--- config.mk ---
export PLATFORM = sky130hd
export DESIGN_NAME = mono_hit_builder
export DESIGN_NICKNAME = d
export VERILOG_FILES = /design/src/rtl/mono_hit_builder.sv
export SDC_FILE = /design/constraint.sdc
export NUM_CORES = 1
export LEC_CHECK = 0
export CORE_UTILIZATION = 50
export DETAILED_ROUTE_END_ITERATION = 7
export PLACE_DENSITY = 0.8
export SLEW_MARGIN = 5
export SYNTH_ARGS = -nofsm -noshare
export SYNTH_HDL_FRONTEND = slang
export SYNTH_SLANG_ARGS = --single-unit
--- constraint.sdc ---
create_clock -name BUS_CLK -period 4.8 [get_ports BUS_CLK]
set_clock_uncertainty 0.15 [all_clocks]
set_input_delay 0.72 -clock BUS_CLK [delete_from_list [all_inputs] [get_ports BUS_CLK]]
set_output_delay 0.72 -clock BUS_CLK [all_outputs]
set_load 0.05 [all_outputs]
--- src/rtl/mono_hit_builder.sv ---
// Reassembles the three-word MONOPIX hit record from the RX FIFO into one parallel hit
// with ToT, checking word order and source ID, and presents it on a valid/ready port.
module mono_hit_builder #(
  parameter logic [1:0] IDENTYFIER = 2'd0
) (
  input  logic        BUS_CLK,
  input  logic        BUS_RST,
  input  logic        FIFO_EMPTY,
  input  logic [31:0] FIFO_DATA,
  output logic        FIFO_READ,
  input  logic        CONF_DROP_NOISE,
  output logic        HIT_VALID,
  input  logic        HIT_READY,
  output logic [51:0] HIT_TS,
  output logic [5:0]  HIT_COL,
  output logic [7:0]  HIT_ROW,
  output logic [7:0]  HIT_LE,
  output logic [7:0]  HIT_TE,
  output logic [7:0]  HIT_TOT,
  output logic        HIT_NOISE,
  output logic [31:0] HIT_CNT,
  output logic [7:0]  ERR_CNT
);

  typedef enum logic [1:0] {IDLE, GOT0, GOT1} state_t;

  state_t      state, state_nxt;
  logic [27:0] ts_hi_q;
  logic [11:0] ts_mid_q;
  logic [7:0]  le_q, te_q;
  logic [1:0]  tag;
  logic        id_ok, err, cap_w0, cap_w1, complete, load;
  logic        unused_bit7;

  assign tag         = FIFO_DATA[29:28];
  assign id_ok       = (FIFO_DATA[31:30] == IDENTYFIER);
  assign unused_bit7 = FIFO_DATA[7];

  // Stop popping while a hit is stalled so the W2 of the next record cannot overwrite it.
  assign FIFO_READ = !BUS_RST && !FIFO_EMPTY && !(HIT_VALID && !HIT_READY);

  always_comb begin
    state_nxt = state;
    err       = 1'b0;
    cap_w0    = 1'b0;
    cap_w1    = 1'b0;
    complete  = 1'b0;
    if (FIFO_READ) begin
      if (!id_ok) begin
        err = 1'b1;
      end else begin
        case (state)
          IDLE: begin
            if (tag == 2'b11) begin
              cap_w0    = 1'b1;
              state_nxt = GOT0;
            end else begin
              err = 1'b1;
            end
          end
          GOT0: begin
            if (tag == 2'b10) begin
              cap_w1    = 1'b1;
              state_nxt = GOT1;
            end else if (tag == 2'b11) begin
              err    = 1'b1;
              cap_w0 = 1'b1;
            end else begin
              err       = 1'b1;
              state_nxt = IDLE;
            end
          end
          GOT1: begin
            if (tag == 2'b01) begin
              complete  = 1'b1;
              state_nxt = IDLE;
            end else if (tag == 2'b11) begin
              err       = 1'b1;
              cap_w0    = 1'b1;
              state_nxt = GOT0;
            end else begin
              err       = 1'b1;
              state_nxt = IDLE;
            end
          end
          default: state_nxt = IDLE;
        endcase
      end
    end
  end

  assign load = complete && !(CONF_DROP_NOISE && FIFO_DATA[6]);

  always_ff @(posedge BUS_CLK) begin
    if (BUS_RST) begin
      state    <= IDLE;
      ts_hi_q  <= '0;
      ts_mid_q <= '0;
      le_q     <= '0;
      te_q     <= '0;
    end else begin
      state <= state_nxt;
      if (cap_w0) ts_hi_q <= FIFO_DATA[27:0];
      if (cap_w1) begin
        ts_mid_q <= FIFO_DATA[27:16];
        le_q     <= FIFO_DATA[15:8];
        te_q     <= FIFO_DATA[7:0];
      end
    end
  end

  always_ff @(posedge BUS_CLK) begin
    if (BUS_RST) begin
      HIT_VALID <= 1'b0;
      HIT_TS    <= '0;
      HIT_COL   <= '0;
      HIT_ROW   <= '0;
      HIT_LE    <= '0;
      HIT_TE    <= '0;
      HIT_TOT   <= '0;
      HIT_NOISE <= 1'b0;
      HIT_CNT   <= '0;
      ERR_CNT   <= '0;
    end else begin
      if (load) begin
        HIT_VALID <= 1'b1;
        HIT_TS    <= {ts_hi_q, ts_mid_q, FIFO_DATA[27:16]};
        HIT_ROW   <= FIFO_DATA[15:8];
        HIT_NOISE <= FIFO_DATA[6];
        HIT_COL   <= FIFO_DATA[5:0];
        HIT_LE    <= le_q;
        HIT_TE    <= te_q;
        HIT_TOT   <= te_q - le_q;
      end else if (HIT_READY) begin
        HIT_VALID <= 1'b0;
      end
      if (HIT_VALID && HIT_READY) HIT_CNT <= HIT_CNT + 32'd1;
      if (err && (ERR_CNT != '1)) ERR_CNT <= ERR_CNT + 8'd1;
    end
  end

endmodule

==> reports/metrics.cfg, run 1 <==
[grt]
antenna_found_initial = 0
grt_max_degree = 103
grt.overflow.total = 0
grtUsageTotal_pct = 25.1
grt_pass1_vias = 6003
grt_pass1_wl_mm = 29.7

[routing]
via_per_inst = 5.29
drt_wl_total_mm = 18.5
drt-pass1-iter-count = 5
drc = 0
antenna_left = 0
wire_per_inst_um = 15.0
drtIter0Drc = 692
via_count = 6529

[timing]
drv_slew = 0
hold_viol = 0
rsz0062_at_grt = false
min_period_ps = 3400
slew_headroom_pct = 23.0
finalSetupViolCount = 0
clock.fmax_mhz = 294
worst_slack_ps = 1400
timing.setup.tns_ps = 0
hold_ws_ps = 297
tightest_slew_ps = 1160
fin_crit_sh_pct = 70.8

[layout]
syn_to_final_growth_pct = 31.3
antenna_cells = 0
fillers = 1178
drive_above_1_share_pct = 3.80
fin_nets = 1091

[floorplanning]
ioPinCount = 170
core_area_mm2 = 0.0141
die_height_um = 123
row_count = 43
dieArea_mm2 = 0.0151
die_x_um = 123
start_util_pct = 51.9

[pwr]
p_leak_uw = 0.00313
peakVddDrop_v = 0.000288
power.density_mw_per_mm2 = 311

[cts]
cts_num_sinks = 190
clock_latency_ps = 420
clk_pin_slew_ps = 60
cts_buffers = 17
cts_buffer_depth = 2
cts-root-buf = clkbuf_16
h-tree-depth = 4
cts.repair.resized = 0
ctsHoldBuffers = 0
post_cts_buffers = 0
cts_tree = done

[worst_setup_path]
crit_path_start_kind = input port
critPathKind = input port to output pin
end_kind = output pin
crit_fanout = 5
arrival_ps = 2530
critical_path_required_ps = 3930

[placement]
hpwl_mm = 11.9
place_ws_ps = 1400
portBuffers = 169
place_congestion = 0.854

[status]
status = finished, final reports clean

[yosys]
synth_fp_nets = 952
syn_inst = 905
synth-seq-cells = 190
synthDistinctLibCells = 46
syn_avg_cell_area_um2 = 8.08
yosysWarnings = 0
netlist_area_mm2 = 0.00731
yosysSeqAreaShare_pct = 52.0

[job]
maxCapViolCount = 0

[hold_path]
hold_path.class = flop to flop

-- path summary, 6_finish.rpt --
| check | start | end | slack (ps) | depth (start not counted) |
|---|---|---|---|---|
| worst max-delay path | HIT_READY | FIFO_READ | 1400 | 4 |
| worst min-delay path | ts_hi_q[23]$_SDFFE_PP0P_ | HIT_TS[47]$_SDFFE_PP0P_ | 300 | 2 |
| worst max register to register | HIT_VALID$_SDFFE_PP0P_ | le_q[0]$_SDFFE_PP0P_ | 2450 | 5 |
| worst min register to register | ts_hi_q[23]$_SDFFE_PP0P_ | HIT_TS[47]$_SDFFE_PP0P_ | 300 | 2 |
-- area by class of cell --
type	instances	area (um^2)	share of cell area, %
Sequential cell	190	3800	39.6
Multi-Input combinational cell	647	3230	33.7
Timing Repair Buffer	175	1750	18.2
Clock buffer	24	482	5.02
Tap cell	180	225	2.35
Clock inverter	5	60.1	0.625
Inverter	13	48.8	0.508
-- state kept, by name (all words and copies together), names as in the netlist --
signal / flops
ERR_CNT: 8
HIT_CNT: 32
HIT_COL: 6
HIT_LE: 8
HIT_NOISE: 1
HIT_ROW: 8
HIT_TE: 8
HIT_TOT: 8
HIT_TS: 52
HIT_VALID: 1
le_q: 8
state: 2
te_q: 8
ts_hi_q: 28
ts_mid_q: 12
-- cell usage in the layout (no fill, tap or decap), types with 2 or more instances in the layout --
master and instances:
a211oi_1 5, a21oi_1 151, and2_1 3, and3_1 6, and4_1 7, buf_4 5, clkbuf_1 4, clkbuf_16 17
clkbuf_8 3, clkdlybuf4s50_1 168, clkinv_4 2, dfxtp_1 190, ha_1 9, inv_1 13, mux2i_1 2, nand2_1 298
nand2b_1 3, nand3_1 17, nand3_4 2, nand4_1 19, nor2_1 47, nor3_1 8, o211ai_1 2, o21ai_0 7
or3_1 2, xnor2_1 16, xor2_1 22
-- where the power goes --
| group | leakage [uW] | switching [uW] | internal (uW) | total [uW] |
|---|---|---|---|---|
| clock | 0.000262 | 566 | 749 | 1310 |
| combinational | 0.00134 | 56.4 | 35.2 | 91.6 |
| sequential | 0.00153 | 2.53 | 1580 | 1580 |
| total | 0.00313 | 625 | 2360 | 2990 |
-- cells in the mapped netlist (all sizes together) --
library cell / number / area, um^2
nand2: 298 / 1120
dfxtp: 190 / 3800
a21oi: 151 / 756
nor2: 47 / 176
buf: 28 / 139
clkbuf: 27 / 104
xor2: 22 / 193
nand3: 20 / 118
nand4: 19 / 119
xnor2: 16 / 140
inv: 13 / 48.8
ha: 9 / 113
nor3: 9 / 56.3
and3: 7 / 43.8
and4: 7 / 61.3
o21ai: 7 / 35.0
a211oi: 5 / 37.5
and2: 3 / 18.8
nand2b: 3 / 18.8
or3: 3 / 20.0
a21boi: 2 / 15.0
mux2i: 2 / 20.0
o211ai: 2 / 15.0
a2111o: 1 / 11.3
a211o: 1 / 8.76
a21o: 1 / 7.51
and4bb: 1 / 12.5
fa: 1 / 20.0
nor4: 1 / 6.26
nor4b: 1 / 8.76
o21a: 1 / 7.51
o21bai: 1 / 7.51
o221ai: 1 / 15.0
o22ai: 1 / 6.26
o311ai: 1 / 8.76
o31ai: 1 / 7.51
o41ai: 1 / 8.76
or4: 1 / 7.51
-- worst max-delay path, stage by stage --
cell and delay, ps:
clkdlybuf4s50_1 530, nand2b_1 160, and2_1 270, clkdlybuf4s50_1 850
-- stage by stage --
stage | total power [uW] | cell area [um^2] | utilization, % | cells
after floorplan | 1660 | 7310 | - | 905
after global placement | 1710 | 9060 | 64.3 | 1205
after detailed placement | 1710 | 9060 | 64.3 | 1205
after CTS | 3010 | 9600 | 68.1 | 1234
after global routing | 3080 | 9600 | 68.1 | 1234
final | 2990 | 9600 | 68.1 | 1234
-- logic make-up after synthesis --
family,synth area share (%)
simple gates,24.4
flops,52.0
compound gates,13.0
buf+inv,3.99
xor+xnor,4.55
fa+ha+maj,1.81
mux,0.274
-- per-layer routing --
| metal | GRT usage, % | routed length (um) |
|---|---|---|
| met2 | 40.6 | 8520 |
| met3 | 7.84 | 1390 |
| met4 | 6.17 | 150 |
| met5 | 0 | 0 |
| met1 | 32.7 | 8420 |
Power figures use the tool's default switching activity.
==> run 2, diff against run 1 <==
--- a/config.mk
+++ b/config.mk
@@ -5,9 +5,9 @@
 export SDC_FILE = /design/constraint.sdc
 export NUM_CORES = 1
 export LEC_CHECK = 0
-export CORE_UTILIZATION = 50
+export CORE_UTILIZATION = 45
 export DETAILED_ROUTE_END_ITERATION = 7
-export PLACE_DENSITY = 0.8
+export PLACE_DENSITY = 0.76
 export SLEW_MARGIN = 5
 export SYNTH_ARGS = -nofsm -noshare
 export SYNTH_HDL_FRONTEND = slang
==> constraint.sdc (replaced) <==
create_clock -name BUS_CLK -period 2.82 [get_ports BUS_CLK]
set_clock_uncertainty 0.15 [all_clocks]
set_input_delay 0.423 -clock BUS_CLK [delete_from_list [all_inputs] [get_ports BUS_CLK]]
set_output_delay 0.423 -clock BUS_CLK [all_outputs]
set_load 0.05 [all_outputs]
==> run 2 against run 1 <==
Combinational power is 70% higher. Global-route usage is 2.3 points lower. Die area is 11% higher. Register-to-register slack worse by 1800 ps. Worst hold slack better by 3.8 ps. Wire length is 1.3% higher. Via count is 0.49% higher. Critical path depth is 3 lower. Final cell count is 3.6% higher. First-iteration DRC count is 41% lower. Sequential cell count stayed put. Critical endpoint is now HIT_CNT[10]. Largest cell class unchanged. Largest power group unchanged.
==> reports/metrics.cfg, run 2 (synthesis gave the netlist of run 1 again) <==
[placement]
portBuffers = 169  ; unchanged
place_ws_ps = 276  ; -1130 ps
dpl_cell_area_mm2 = 0.00919  ; +1.5%
hpwl_mm = 12.4  ; +4.2%
place_congestion = 0.914  ; +7.1%

[hold_path]
hold_path.class = flop to flop

[timing]
slew_headroom_pct = 35.7  ; +13 points
fin_crit_sh_pct = 83.3
tightest_slew_ps = 965  ; -191 ps
finalSetupViolCount = 0  ; unchanged
drv_slew = 0  ; unchanged
worst_slack_ps = 471  ; -932 ps
min_period_ps = 2350
hold_viol = 0  ; unchanged
rsz0062_at_grt = false
timing.setup.tns_ps = 0  ; unchanged
clock.fmax_mhz = 426

[routing]
drt-pass1-iter-count = 5  ; unchanged
via_count = 6561  ; +0.49%
drc = 0  ; unchanged
wire_per_inst_um = 14.6  ; -2.2%
drtIter0Drc = 408  ; -41%
via_per_inst = 5.13  ; -3.0%
drt_wl_total_mm = 18.7  ; +1.3%
antenna_left = 0  ; unchanged

[cts]
h-tree-depth = 4  ; unchanged
cts-root-buf = clkbuf_16
cts_tree = done
cts.repair.resized = 0  ; unchanged
clk_pin_slew_ps = 70  ; about the same
cts_buffer_depth = 2  ; unchanged
cts_num_sinks = 190  ; unchanged
clock_latency_ps = 430  ; about the same
ctsHoldBuffers = 0  ; unchanged
cts_buffers = 17  ; unchanged
post_cts_buffers = 0  ; unchanged

[worst_setup_path]
critPathSlowestCell = clkdlybuf4s50_1
crit_fanout = 7  ; +2
worst-path-buf-inv = 1  ; -1
crit_chain = clkdlybuf4s50_1
end_kind = output pin
crit_path_start_kind = flop
rrSetupSlack_ps = 680  ; -1770 ps
critPathKind = flop to output pin
arrival_ps = 1780  ; -750 ps
critPathMaxStageDelay_ps = 870  ; +20 ps
critPathTopFamily = buffers and inverters
critical_path_required_ps = 2250  ; -1680 ps

[pwr]
clkPwrFrac_pct = 48.1  ; +4.1 points
p_leak_uw = 0.00324  ; +3.5%
p_comb_share_pct = 2.8  ; -0.3 points
power.density_mw_per_mm2 = 558  ; +79%
pwr-share-seq_pct = 49.0  ; -3.9 points
power.net_switching_uw = 1140  ; +83%
peakVddDrop_v = 0.000428  ; +49%
p_int_uw = 4350  ; +84%
swShare_pct = 20.8  ; -0.11 points

[layout]
antenna_cells = 0  ; unchanged
fin_nets = 1098  ; +0.64%
finalInstanceArea_mm2 = 0.00984  ; +2.5%
largest_registers = HIT_TS: 52 flops, HIT_CNT: 32 flops, ts_hi_q: 28 flops
final-seq-area_mm2 = 0.00380  ; unchanged
final_cell_mix = 298 x nand2_1, 190 x dfxtp_1, 167 x clkdlybuf4s50_1, 151 x a21oi_1, 47 x nor2_1
layout_commonest_cell = nand2_1
multi_input_area_mm2 = 0.00323  ; unchanged
drive_above_1_share_pct = 5.08  ; +1.3 points
fillers = 1455  ; +24%
largest_register = HIT_TS
syn_to_final_growth_pct = 34.6
largest_reg_flops = 52  ; unchanged

[grt]
met1_usage_pct = 30.6  ; -2.1 points
met2_usage_pct = 36.6  ; -4.0 points
antenna_found_initial = 0  ; unchanged
grt_pass1_vias = 5879  ; -2.1%
met3_usage_pct = 5.37  ; -2.5 points
grt_max_degree = 97  ; -5.8%
top_usage_layer = met2
grt.overflow.total = 0  ; unchanged
grtUsageTotal_pct = 22.8  ; -2.3 points
grt_pass1_wl_mm = 29.9  ; +0.67%

[floorplanning]
core_area_mm2 = 0.0159  ; +13%
dieArea_mm2 = 0.0168  ; +11%
row_count = 46  ; +7.0%
start_util_pct = 46.0  ; -5.8 points
ioPinCount = 170  ; unchanged
die_height_um = 129  ; +5.3%
die_x_um = 129  ; +5.3%

[status]
status = finished, final reports clean

[job]
maxCapViolCount = 0  ; unchanged

## run 2: final timing paths
path	start	to	depth (start not counted)
setup / recovery	HIT_CNT[10]$_SDFFE_PP0P_	HIT_CNT[10]	1
hold reg to reg	ts_hi_q[13]$_SDFFE_PP0P_	HIT_TS[37]$_SDFFE_PP0P_	2
hold / removal	ts_hi_q[13]$_SDFFE_PP0P_	HIT_TS[37]$_SDFFE_PP0P_	2
setup reg to reg	te_q[0]$_SDFFE_PP0P_	HIT_TOT[6]$_SDFFE_PP0P_	9
## run 2: per-layer routing
layer	wire length, um	up-vias
li1	-	3290
met1	8660	3054
met2	8590	200
met3	1280	17
met4	200	0
met5	0	-
## run 2: area by class of cell
type / count / area share (%)
clock buffers: 18 / 4.46
clock inverters: 13 / 2.16
inverters: 13 / 0.496
multi-input cells: 647 / 32.8
flip-flops and latches: 190 / 38.6
well taps: 216 / 2.75
repair buffers: 182 / 18.7
## run 2: per-stage QoR
stage	hold slack, ps	util, %	total power [uW]	cells
final	301	62.0	5490	1279
after floorplan	282	-	2820	905
after global routing	320	62.0	5630	1279
after CTS	302	62.0	5510	1279
after detailed placement	293	57.9	2910	1248
after global placement	289	57.9	2910	1248
## run 2: power by group through the flow
stage	registers (uW)	logic (uW)	clock network (uW)
3_3_place_gp	2750	158	0
4_1_cts	2690	156	2670
3_5_place_dp	2750	156	0
5_1_grt	2690	168	2780
2_1_floorplan	2760	59.4	0
6_report	2690	156	2640
==> run 3, diff against run 2 <==
--- a/config.mk
+++ b/config.mk
@@ -5,9 +5,9 @@
 export SDC_FILE = /design/constraint.sdc
 export NUM_CORES = 1
 export LEC_CHECK = 0
-export CORE_UTILIZATION = 45
+export CORE_UTILIZATION = 50
 export DETAILED_ROUTE_END_ITERATION = 7
-export PLACE_DENSITY = 0.76
+export PLACE_DENSITY = 0.8
 export SLEW_MARGIN = 5
 export SYNTH_ARGS = -nofsm -noshare
 export SYNTH_HDL_FRONTEND = slang
==> constraint.sdc (replaced) <==
create_clock -name BUS_CLK -period 2.2 [get_ports BUS_CLK]
set_clock_uncertainty 0.15 [all_clocks]
set_input_delay 0.33 -clock BUS_CLK [delete_from_list [all_inputs] [get_ports BUS_CLK]]
set_output_delay 0.33 -clock BUS_CLK [all_outputs]
set_load 0.05 [all_outputs]
==> run 3 against run 2 <==
Non-clock buffer count increased by 15. Largest power group unchanged. Clock-buffer cell count unchanged. Critical path type unchanged. Via count increased by 0.94%.
==> reports/metrics.cfg, run 3 (synthesis gave the netlist of run 1 again) <==
[floorplanning]
die_height_um = 123  ; -5.1%
die_x_um = 123  ; -5.1%
ioPinCount = 170  ; unchanged
dieArea_mm2 = 0.0151  ; -9.8%
row_count = 43  ; -6.5%
core_area_mm2 = 0.0141  ; -11%
start_util_pct = 51.9  ; +5.8 points

[worst_setup_path]
rrSetupSlack_ps = 140  ; -540 ps
critical_path_required_ps = 1720  ; -530 ps
end_kind = output pin
r2r_start = le_q[0]$_SDFFE_PP0P_
critPathKind = flop to output pin
crit_path_start_kind = flop
crit_chain = clkdlybuf4s50_1
critPathMaxStageDelay_ps = 830  ; -40 ps
startpoint = HIT_CNT[15]$_SDFFE_PP0P_
critPathSlowestCell = clkdlybuf4s50_1
cp.depth = 1  ; unchanged
cp-endpoint = HIT_CNT[15]
reg2reg_depth = 8  ; -1
r2r_end = HIT_TOT[4]$_SDFFE_PP0P_
critPathTopFamily = buffers and inverters
crit_fanout = 5  ; -2
worst-path-buf-inv = 1  ; unchanged
arrival_ps = 1680  ; -100 ps

[routing]
drtIter0Drc = 506  ; +24%
drc = 0  ; unchanged
antenna_left = 0  ; unchanged
via_count = 6623  ; +0.94%
wire_per_inst_um = 14.9  ; +2.0%
drt-pass1-iter-count = 5  ; unchanged
via_per_inst = 5.26  ; +2.5%
drt_wl_total_mm = 18.8  ; +0.40%

[pwr]
clkPwrFrac_pct = 44.7  ; -3.4 points
peakVddDrop_v = 0.000588  ; +37%
swShare_pct = 23.6  ; +2.8 points
power.net_switching_uw = 1560  ; +37%
power.density_mw_per_mm2 = 665  ; +19%
p_comb_share_pct = 3.2  ; +0.4 points
p_int_uw = 5060  ; +16%
p_leak_uw = 0.00363  ; +12%
pwr-share-seq_pct = 52.0  ; +3.0 points

[cts]
clock_latency_ps = 440  ; about the same
ctsHoldBuffers = 0  ; unchanged
h-tree-depth = 4  ; unchanged
cts_buffer_depth = 2  ; unchanged
cts-root-buf = clkbuf_16
cts_tree = done
cts_buffers = 17  ; unchanged
clk_pin_slew_ps = 70  ; about the same
cts_num_sinks = 190  ; unchanged
post_cts_buffers = 0  ; unchanged

[grt]
grt_pass1_vias = 5928  ; +0.83%
grt.overflow.total = 0  ; unchanged
grt_pass1_wl_mm = 29.9  ; about the same
grtUsageTotal_pct = 25.6  ; +2.8 points
grt_max_degree = 185  ; +91%
antenna_found_initial = 0  ; unchanged

[timing]
min_period_ps = 2160
finalSetupViolCount = 0  ; unchanged
slew_headroom_pct = 47.6  ; +12 points
hold_viol = 0  ; unchanged
drv_slew = 0  ; unchanged
tightest_slew_ps = 786  ; -178 ps
rsz0062_at_grt = false
worst_slack_ps = 44.5  ; -426 ps
clock.fmax_mhz = 464
fin_crit_sh_pct = 98.0
timing.setup.tns_ps = 0  ; unchanged

[placement]
hpwl_mm = 12.2  ; -0.88%
portBuffers = 169  ; unchanged
dpl_cell_area_mm2 = 0.00935  ; +1.7%
place_ws_ps = -114  ; -391 ps
place_congestion = 0.874  ; -4.4%

[layout]
finalInstanceArea_mm2 = 0.00997  ; +1.2%
syn_to_final_growth_pct = 36.3
largest_reg_flops = 52  ; unchanged
largest_register = HIT_TS
largest_registers = HIT_TS: 52 flops, HIT_CNT: 32 flops, ts_hi_q: 28 flops
layout_commonest_cell = nand2_1
fin_nets = 1113  ; +1.4%
final_cell_mix = 298 x nand2_1, 188 x dfxtp_1, 151 x a21oi_1, 145 x clkdlybuf4s50_1, 47 x nor2_1
drive_above_1_share_pct = 6.67  ; +1.6 points
antenna_cells = 0  ; unchanged

[hold_path]
worstHoldStart = BUS_RST
hold_path.class = input port to flop

[job]
maxCapViolCount = 0  ; unchanged

[status]
status = finished, final reports clean

## run 3: cell count changes in the layout (fill, tap and decap cells not counted), sizes merged
cell / delta
clkdlybuf4s50: -22
dlygate4sd2: +6
inv: +3
dlymetal6s2s: +16
clkinv: +1
clkinvlp: +2
bufinv: -5
buf: +15
## run 3: worst min path at each step
| stage | end | slack [ps] | cells after the start |
|---|---|---|---|
| 2_1_floorplan | HIT_TS[41]$_SDFFE_PP0P_ | 280 | 2 |
| 3_3_place_gp | HIT_TS[40]$_SDFFE_PP0P_ | 290 | 2 |
| 3_5_place_dp | HIT_TS[19]$_SDFFE_PP0P_ | 290 | 2 |
| 4_1_cts | ERR_CNT[4]$_SDFFE_PP0P_ | 110 | 4 |
| 5_1_grt | ERR_CNT[4]$_SDFFE_PP0P_ | 140 | 4 |
| 6_report | ERR_CNT[4]$_SDFFE_PP0P_ | 120 | 4 |
## run 3: power groups by stage
stage               Clock, uW  Sequential [uW]  Combinational (uW)
floorplan                   0             3540                76.2
global placement            0             3530                 212
detailed placement          0             3530                 213
CTS                      3020             3450                 214
global route             3170             3450                 230
finish                   2970             3450                 214
## run 3: area by class of cell
cell class                      instances  area, um^2
Clock buffer                           18         439
Timing Repair Buffer                  197        2070
Tap cell                              180         225
Fill cell                            1115        4130
Multi-Input combinational cell        647        3230
Inverter                               13        48.8
Sequential cell                       190        3810
Clock inverter                         14         145
## run 3: stage by stage
stage | utilization [%] | total power [uW] | instances | hold WS [ps]
6_report | 70.7 | 6630 | 1259 | 124
5_1_grt | 70.7 | 6850 | 1259 | 137
4_1_cts | 70.4 | 6680 | 1259 | 114
3_5_place_dp | 66.3 | 3740 | 1227 | 292
3_3_place_gp | 66.3 | 3740 | 1227 | 286
2_1_floorplan | - | 3610 | 905 | 282
## run 3: worst reg2reg max path, stage by stage, from the launching register on
cell,delay [ps]
dfxtp_2,360
ha_1,170
inv_1,50
fa_1,400
buf_4,160
a21o_1,160
a211o_1,290
o211ai_1,100
a21oi_1,80
## run 3: metal layers
metal	vias up	GRT usage (%)	part of all wire [%]
met5	-	0	0
met4	0	12.3	2.4
met3	30	5.35	7.2
met2	235	38.5	45
met1	3046	35.0	45
li1	3312	-	-
## run 3: what timing repair did
action | in CTS | in global routing
gates resized for setup | 6 | 17
setup endpoints to repair | 6 | 18
hold endpoints to repair | 0 | 0
